`config.mk`:
```
export PLATFORM = sky130hd
export DESIGN_NAME = prefetch_queue
export DESIGN_NICKNAME = d
export VERILOG_FILES = /design/src/rtl/pf_pkg.sv /design/src/rtl/pf_fifo.sv /design/src/rtl/prefetch_queue.sv
export SDC_FILE = /design/constraint.sdc
export NUM_CORES = 1
export LEC_CHECK = 0
export ABC_AREA = 1
export CAP_MARGIN = 30
export CELL_PAD_IN_SITES_DETAIL_PLACEMENT = 1
export CELL_PAD_IN_SITES_GLOBAL_PLACEMENT = 2
export CORE_ASPECT_RATIO = 1.4
export CORE_MARGIN = 4
export CORE_UTILIZATION = 34
export DETAILED_ROUTE_END_ITERATION = 16
export PLACE_DENSITY = 0.82
export SLEW_MARGIN = 25
export SYNTH_ARGS = -nofsm -noshare
export SYNTH_HDL_FRONTEND = slang
export SYNTH_SLANG_ARGS = --single-unit
```
`constraint.sdc`:
```
create_clock -name clk -period 6.5 [get_ports clk]
set_input_delay 1.3 -clock clk [delete_from_list [all_inputs] [get_ports clk]]
set_output_delay 1.3 -clock clk [all_outputs]
set_load 0.1 [all_outputs]
```
`src/rtl/pf_pkg.sv`:
```
// Shared types for the instruction prefetch queue: queue entry, request FSM
// states and the 32-bit opcode marker.
package pf_pkg;

   typedef struct packed {
      logic [31:0] data;
      logic        fault;
   } pf_entry_t;

   typedef enum logic [1:0] {
      PF_IDLE,
      PF_WAIT,
      PF_DROP
   } pf_state_e;

   localparam logic [1:0] OPCODE_32B = 2'b11;

endpackage

```
`src/rtl/pf_fifo.sv`:
```
// Circular word buffer for the prefetch queue; exposes head and head+1 so a
// straddling 32-bit instruction can be assembled without waiting for a pop.
module pf_fifo
   import pf_pkg::*;
#(
   parameter int DEPTH = 4
) (
   input  logic                       clk,
   input  logic                       rst,
   input  logic                       flush,
   input  logic                       push,
   input  pf_entry_t                  push_entry,
   input  logic                       pop,
   output pf_entry_t                  head,
   output pf_entry_t                  next,
   output logic [$clog2(DEPTH):0]     count
);

   localparam int AW = $clog2(DEPTH);
   localparam int CW = AW + 1;

   pf_entry_t         mem [DEPTH];
   logic [AW-1:0]     rd_ptr;
   logic [AW-1:0]     wr_ptr;
   logic [CW-1:0]     cnt;

   always_ff @(posedge clk) begin
      if (rst || flush) begin
         rd_ptr <= '0;
         wr_ptr <= '0;
         cnt    <= '0;
      end else begin
         if (push) wr_ptr <= wr_ptr + AW'(1);
         if (pop)  rd_ptr <= rd_ptr + AW'(1);
         cnt <= cnt + CW'(push) - CW'(pop);
      end
   end

   // Storage needs no reset: occupancy is tracked by cnt alone.
   always_ff @(posedge clk) begin
      if (push) mem[wr_ptr] <= push_entry;
   end

   assign head  = mem[rd_ptr];
   assign next  = mem[rd_ptr + AW'(1)];
   assign count = cnt;

endmodule

```
`src/rtl/prefetch_queue.sv`:
```
// Prefetch queue between IF and the icache: runs ahead fetching words and
// extracts 16/32-bit instructions. Compressed support enabled by PF_RVC_EN.
module prefetch_queue
   import pf_pkg::*;
#(
   parameter int                DEPTH    = 4,
   parameter int                ADDR_W   = 32,
   parameter logic [ADDR_W-1:0] RESET_PC = '0
) (
   input  logic              clk,
   input  logic              rst,
   input  logic              redirect_i,
   input  logic [ADDR_W-1:0] redirect_pc_i,
   output logic              ic_req_o,
   output logic [ADDR_W-1:0] ic_addr_o,
   input  logic              ic_ack_i,
   input  logic [31:0]       ic_rdata_i,
   input  logic              ic_fault_i,
   output logic              if_valid_o,
   output logic [31:0]       if_instr_o,
   output logic [ADDR_W-1:0] if_pc_o,
   output logic              if_is_comp_o,
   output logic              if_fault_o,
   input  logic              if_ready_i
);

   localparam int CW = $clog2(DEPTH) + 1;

   function automatic logic [ADDR_W-1:0] ipc_align(input logic [ADDR_W-1:0] pc);
`ifdef PF_RVC_EN
      return {pc[ADDR_W-1:1], 1'b0};
`else
      return {pc[ADDR_W-1:2], 2'b00};
`endif
   endfunction

   pf_state_e         state;
   logic              boot;
   logic              fault_lat;
   logic [ADDR_W-1:0] fpc;
   logic [ADDR_W-1:0] ipc;

   pf_entry_t         head;
   pf_entry_t         nxt;
   logic [CW-1:0]     count;

   logic              issue;
   logic              push;
   logic              pop;
   logic              cons;
   logic              h;
   logic              comp;
   logic [15:0]       lo16;

   // A redirect suppresses a fresh issue so no request is raised for a stale fpc.
   assign issue    = !rst && !boot && !redirect_i && (state == PF_IDLE) &&
                     !fault_lat && (count < CW'(DEPTH));
   assign ic_req_o = issue || (!rst && (state == PF_WAIT));
   assign ic_addr_o = fpc;
   assign push     = ic_ack_i && ic_req_o && !redirect_i;

   always_comb begin
      h            = 1'b0;
      comp         = 1'b0;
      lo16         = head.data[15:0];
      if_valid_o   = 1'b0;
      if_instr_o   = '0;
      if_is_comp_o = 1'b0;
      if_fault_o   = 1'b0;
`ifdef PF_RVC_EN
      h    = ipc[1];
      lo16 = h ? head.data[31:16] : head.data[15:0];
      comp = (lo16[1:0] != OPCODE_32B);
      if (!rst && count != '0)
         if_valid_o = comp || !h || (count >= CW'(2)) || head.fault;
      if (head.fault) begin
         if_fault_o = 1'b1;
      end else if (comp) begin
         if_instr_o   = {16'h0000, lo16};
         if_is_comp_o = 1'b1;
      end else if (h) begin
         if_fault_o = nxt.fault;
         if_instr_o = nxt.fault ? 32'h0 : {nxt.data[15:0], head.data[31:16]};
      end else begin
         if_instr_o = head.data;
      end
`else
      if_valid_o = !rst && (count != '0);
      if_fault_o = head.fault;
      if_instr_o = head.fault ? 32'h0 : head.data;
`endif
   end

   assign if_pc_o = ipc;
   assign cons    = if_valid_o && if_ready_i && !redirect_i;
`ifdef PF_RVC_EN
   assign pop     = cons && (h || !comp);
`else
   assign pop     = cons;
`endif

   always_ff @(posedge clk) begin
      if (rst) begin
         state     <= PF_IDLE;
         boot      <= 1'b1;
         fault_lat <= 1'b0;
         fpc       <= {RESET_PC[ADDR_W-1:2], 2'b00};
         ipc       <= ipc_align(RESET_PC);
      end else begin
         boot <= 1'b0;
         if (redirect_i) begin
            fault_lat <= 1'b0;
            fpc       <= {redirect_pc_i[ADDR_W-1:2], 2'b00};
            ipc       <= ipc_align(redirect_pc_i);
            // An in-flight request must still be absorbed before refetching.
            state     <= (state != PF_IDLE && !ic_ack_i) ? PF_DROP : PF_IDLE;
         end else begin
            case (state)
               PF_IDLE: if (issue && !ic_ack_i) state <= PF_WAIT;
               PF_WAIT: if (ic_ack_i) state <= PF_IDLE;
               PF_DROP: if (ic_ack_i) state <= PF_IDLE;
               default: state <= PF_IDLE;
            endcase
            if (push) begin
               fpc <= fpc + ADDR_W'(4);
               if (ic_fault_i) fault_lat <= 1'b1;
            end
            if (cons) ipc <= ipc + (comp ? ADDR_W'(2) : ADDR_W'(4));
         end
      end
   end

   pf_fifo #(.DEPTH(DEPTH)) u_fifo (
      .clk        (clk),
      .rst        (rst),
      .flush      (redirect_i),
      .push       (push),
      .push_entry ('{data: ic_rdata_i, fault: ic_fault_i}),
      .pop        (pop),
      .head       (head),
      .next       (nxt),
      .count      (count)
   );

endmodule
```
======== Word level (Yosys, flattened, before mapping) ========
Memories as Yosys holds them, arrays and structs flattened. A register that Yosys moved wholly into a read port is not among the register bits.
Index checks and enable logic that the tools add are counted.
storage, ports and cells
  memories kept ........................... 1
  input port bits ......................... 70
  bits in writable memories ............... 132
  register bits after elaboration ......... 75
  output and inout port bits .............. 100
  logic and storage cells ................. 66
memories
  memory      depth  width  read ports  clocked after Yosys merged registers in  wr ports  RTL line       text
  u_fifo.mem  4      33     1           1                                        1         pf_fifo.sv:22  pf_entry_t mem [DEPTH];
operators by class
  mux-type cells .......................... 15
  $add $sub $neg .......................... 6
  reduce and logical (&&, ||, !) cells .... 29
  order comparisons ....................... 1
  eq/ne operators ......................... 4
operators with widths
  kind                                                                      number
  32-bit 2-to-1 mux                                                         5
  32-bit by 3-bit adder with 32-bit output (second input constant)          2
  1-bit logical AND                                                         13
  2-bit 2-to-1 mux                                                          6
  2-bit nonzero test                                                        3
  1-bit logical NOT                                                         5
  2-bit by 1-bit adder with 2-bit output (second input constant)            2
  2-bit one-hot mux with 2 select lines                                     1
  2-bit AND reduction                                                       2
  2-bit OR reduction                                                        2
  3-bit by 1-bit adder with 3-bit output                                    1
  3-bit less-than comparator (second input constant)                        1
  1-bit 2-to-1 mux                                                          3
  3-bit by 1-bit inequality test with 1-bit output (second input constant)  1
  3-bit by 2-bit inequality test with 1-bit output (second input constant)  1
  3-bit nonzero test                                                        1
  3-bit by 1-bit subtractor with 3-bit output                               1
  2-bit by 1-bit equality test with 1-bit output (second input constant)    1
  2-bit equality test (second input constant)                               1
  2-bit logical NOT                                                         1
  1-bit logical OR                                                          2

======== Longest topological paths before layout ========
  word-level depth ........................ 11
  depth in mapped cells ................... 15
  depth with buffers taken out ............ 14

======== By module ========
A second synthesis with hierarchy kept.
unflattened totals
  cell total of the unflattened synthesis .. 1477
  area total of the unflattened synthesis .. 11583.6 um^2
by module, submodules not included
  module          seq. area each (um^2)  cells each  area an instance (um^2)  instances
  pf_fifo         4144.0                 659         6845.3                   1
  prefetch_queue  1281.2                 818         4738.3                   1

======== Worst setup path after synthesis ========
OpenSTA, ideal clock, no wires.
  path kind ............................... reg2out
  start point ............................. reg (tool-made name)
  end point ............................... out if_instr_o[10]
  arrival ................................. 3.219 ns
  data required time ...................... 5.200 ns
  stages on the path, launching flop included .. 8
  buffers on the path ..................... 2
  setup slack ............................. 1.981 ns
  cell sequence ........................... dfxtp_1 buf_2 nand2_1 a32oi_1 inv_1 buf_2 nand2_1 inv_1
RTL lines
  element    RTL line              text
  to (decl)  prefetch_queue.sv:20  output logic [31:0] if_instr_o,

======== Worst setup path in the final report ========
  start point ............................. in redirect_i
  end point ............................... out ic_req_o
on the way
  longest elaborated chain between the ends .. 6
RTL lines
  element                          RTL line              text
  from (decl)                      prefetch_queue.sv:12  input logic redirect_i,
  1-bit logical NOT                prefetch_queue.sv:56  assign issue = !rst && !boot && !redirect_i && (state == PF_IDLE) &&
  1-bit logical AND (3 in series)  prefetch_queue.sv:56
  1-bit logical AND                prefetch_queue.sv:57  !fault_lat && (count < CW'(DEPTH));
  1-bit logical OR                 prefetch_queue.sv:58  assign ic_req_o = issue || (!rst && (state == PF_WAIT));
  to (decl)                        prefetch_queue.sv:14  output logic ic_req_o,
Every way passes these cells.

==> reports/qor.yml <==
power_and_ir_drop:
  p_int_mw: 2.35
  switchingPower_mw: 0.904
  total_power_mw: 3.25
  ir_worst_vdd_uv: 161
  combPwrFrac: 0.140
  clkPwrFrac: 0.414
  pwr_density_cell_mw_per_mm2: 254
  swShare: 0.278
  power.sequential.fraction: 0.446
  power.static_leakage_nw: 4.84
floorplan:
  die-area_mm2: 0.0322
  ios: 170
  chip_width_um: 153
  core.rowCount: 73
  design.core.area_mm2: 0.0287
  initial_core_util: 0.348
  chip_height_um: 211
route:
  drt_first_pass_iters: 4
  drc_errors: 0
  post_drt_wl_per_cell_um: 18.8
  drt_first_iter_violations: 270
  drt.antenna.violating_nets: 0
  routed-via-count: 8663
  avgViaCountPerCell: 5.00
  finalWirelength_um: 32700
setup_path:
  critPathLaunchType: "input port"
  cp-end-kind: "primary output"
  worst-endpoint-arrival_ns: 3.40
  worstPathRequired_ns: 5.20
  path_class: "input port to primary output"
  cp_max_fo: 40
flow_run:
  cap_viol_max_count: 0
clocking:
  clock_latency_ns: 0.52
  cts_root_buffer: "sky130_fd_sc_hd__clkbuf_16"
  cts_repair_resize_count: 0
  cts_num_sinks: 205
  clk_transition_reported_paths_ns: 0.06
  holdBufCountCts: 0
  post_cts.repair.setup_buffers: 0
  clock_path_buffers: 3
  clock_tree.htree_level_count: 1
  cts_made_buffers: 22
  tritoncts: "built"
timing:
  finalSetupViolations: 0
  period_share: 0.723
  period_needed_ns: 4.70
  slew_headroom: 0.327
  maxClockFrequency_mhz: 213
  setup_tns_ns: 0
  finalHoldViolCount: 0
  fin_skew_ns: 0.0164
  worstMarginPinSlew_ns: 1.01
  rsz0062_at_grt: "false"
  maxSlewViolCount: 0
synth:
  synth_flop_cell: "sky130_fd_sc_hd__edfxtp_1"
  post_synth_inst_count: 1183
  synth_warnings: 0
  postSynthRegisterBits: 205
  synthesis.area_per_instance_um2: 8.43
  number_of_enable_type_register_cells_in_the_synthesized_netlist: 132
  asyncSetResetFlopFracSynth: 0
  mappedNetlistArea_mm2: 0.00997
  synth.yosys.seq_area_share: 0.544
  synthDistinctLibCells: 40
finish:
  layout.nets: 1424
  layout_common_cells: "sky130_fd_sc_hd__nand2_1 (283), sky130_fd_sc_hd__nor2_1 (180), sky130_fd_sc_hd__edfxtp_1 (132)"
  synth_to_final_area_change_pct: 28.4
  post_layout_nonfiller_instances: 1734
  fillers: 3393
  layout.cells.most_common: "sky130_fd_sc_hd__nand2_1"
  fraction_of_layout_instances_using_a_drive_strength_above_1: 0.0854
global_routing:
  first_global_vias: 9230
  grt_start_max_net_pins: 68
  grt_antenna_before_repair: 1
  global_route.usage.total: 0.200
  globalRouteOverflowTotal: 0
  grt_first_pass_wirelength_um: 50900
status:
  result_of_the_run: "finished clean"
worst_hold_path:
  worst_hold_path_type: "flip-flop to flip-flop"
place:
  dpl.cell_count: 1694
  gp_routability_congestion: 0.821
  placed_wire_length_estimate_um: 23200
  port_buffers: 162
==> cell type report <==
cell class / count / area [µm²] / share of cell area
Sequential cell: 205 / 5430 / 0.424
Multi-Input combinational cell: 809 / 3850 / 0.301
Timing Repair Buffer: 181 / 1810 / 0.142
Clock buffer: 26 / 587 / 0.0458
Tap cell: 375 / 469 / 0.0367
Inverter: 124 / 468 / 0.0366
Clock inverter: 13 / 183 / 0.0143
Antenna cell: 1 / 2.50 / 0.000196
==> cell families after synthesis <==
logic type | share of synthesized area
and+or+nand+nor | 0.230
AOI/OAI and AO/OA | 0.117
DFF | 0.544
buffers and inverters | 0.0738
xor gates and xnor gates | 0.0193
adders and majority gates | 0.0146
other | 0.000376
==> routing by layer <==
metal / vias up / global-route usage / wire (µm)
li1: 4210 / - / -
met1: 4217 / 0.230 / 13200
met2: 182 / 0.380 / 17100
met3: 52 / 0.0322 / 1380
met4: 2 / 0.0612 / 968
met5: - / 0 / 13
==> final timing paths <==
path                                       start               end  slack [ns]  cells past startpoint
worst max register to register          state[0]   u_fifo.count[2]        3.91                     14
worst min register to register  u_fifo.rd_ptr[1]  u_fifo.rd_ptr[1]        0.46                      2
worst min-delay path            u_fifo.rd_ptr[1]  u_fifo.rd_ptr[1]        0.46                      2
worst max-delay path                  redirect_i          ic_req_o        1.80                      5
==> registers in the layout, indices dropped and copies added (netlist names), 2 cells and up, named ones only <==
register / flops
u_fifo.wr_ptr: 2
u_fifo.mem: 132
u_fifo.count: 3
state: 2
u_fifo.rd_ptr: 2
ic_addr_o: 30
if_pc_o: 30
==> power by group through the flow <==
stage / sequential, mW / clock [mW] / combinational [mW]
2_1_floorplan: 1.62 / 0 / 0.149
3_3_place_gp: 1.48 / 0 / 0.439
3_5_place_dp: 1.48 / 0 / 0.460
4_1_cts: 1.45 / 1.38 / 0.462
5_1_grt: 1.46 / 1.43 / 0.483
6_report: 1.45 / 1.35 / 0.457
==> worst max-delay path: stages <==
cell                              delay, ns
sky130_fd_sc_hd__buf_2                 0.36
sky130_fd_sc_hd__nor2_8                0.32
sky130_fd_sc_hd__nand3_4               0.13
sky130_fd_sc_hd__nand2_4               0.12
sky130_fd_sc_hd__clkdlybuf4s50_1       1.15
==> cell usage after synthesis (2+ instances only) <==
cell type                  number  share of area
sky130_fd_sc_hd__nand4_1        6         0.0038
sky130_fd_sc_hd__a31oi_1        9         0.0056
sky130_fd_sc_hd__dfxtp_1       73           0.15
sky130_fd_sc_hd__inv_1        122          0.046
sky130_fd_sc_hd__xor2_1        16          0.014
sky130_fd_sc_hd__clkbuf_1      24         0.0090
sky130_fd_sc_hd__nor2_2         6         0.0038
sky130_fd_sc_hd__nand3_4        2         0.0035
sky130_fd_sc_hd__nand2_4        3         0.0034
sky130_fd_sc_hd__nand2_1      283           0.11
sky130_fd_sc_hd__buf_6          6         0.0068
sky130_fd_sc_hd__nor3_1         3         0.0015
sky130_fd_sc_hd__nor2_1       184          0.069
sky130_fd_sc_hd__a21oi_2        3         0.0026
sky130_fd_sc_hd__buf_4          6         0.0045
sky130_fd_sc_hd__and2_1         3         0.0019
sky130_fd_sc_hd__nand2_2        2         0.0013
sky130_fd_sc_hd__o22ai_1       34          0.021
sky130_fd_sc_hd__a21oi_1       63          0.032
sky130_fd_sc_hd__o21ai_1        3         0.0015
sky130_fd_sc_hd__o21ai_0       99          0.050
sky130_fd_sc_hd__nand3b_1       8         0.0060
sky130_fd_sc_hd__buf_2         13         0.0065
sky130_fd_sc_hd__ha_1          10          0.013
sky130_fd_sc_hd__xnor2_1        6         0.0053
sky130_fd_sc_hd__edfxtp_1     132           0.40
sky130_fd_sc_hd__nand3_1       51          0.026
==> per-stage QoR <==
step	utilization	hold WS, ns	setup slack (ns)	cell area, µm²
2_1_floorplan	-	0.430	1.98	9980
3_3_place_gp	0.413	0.438	1.75	11800
3_5_place_dp	0.419	0.450	1.78	12000
4_1_cts	0.446	0.469	1.78	12800
5_1_grt	0.446	0.498	1.64	12800
6_report	0.446	0.464	1.80	12800
Note: power is estimated with default switching activity, not from simulation.
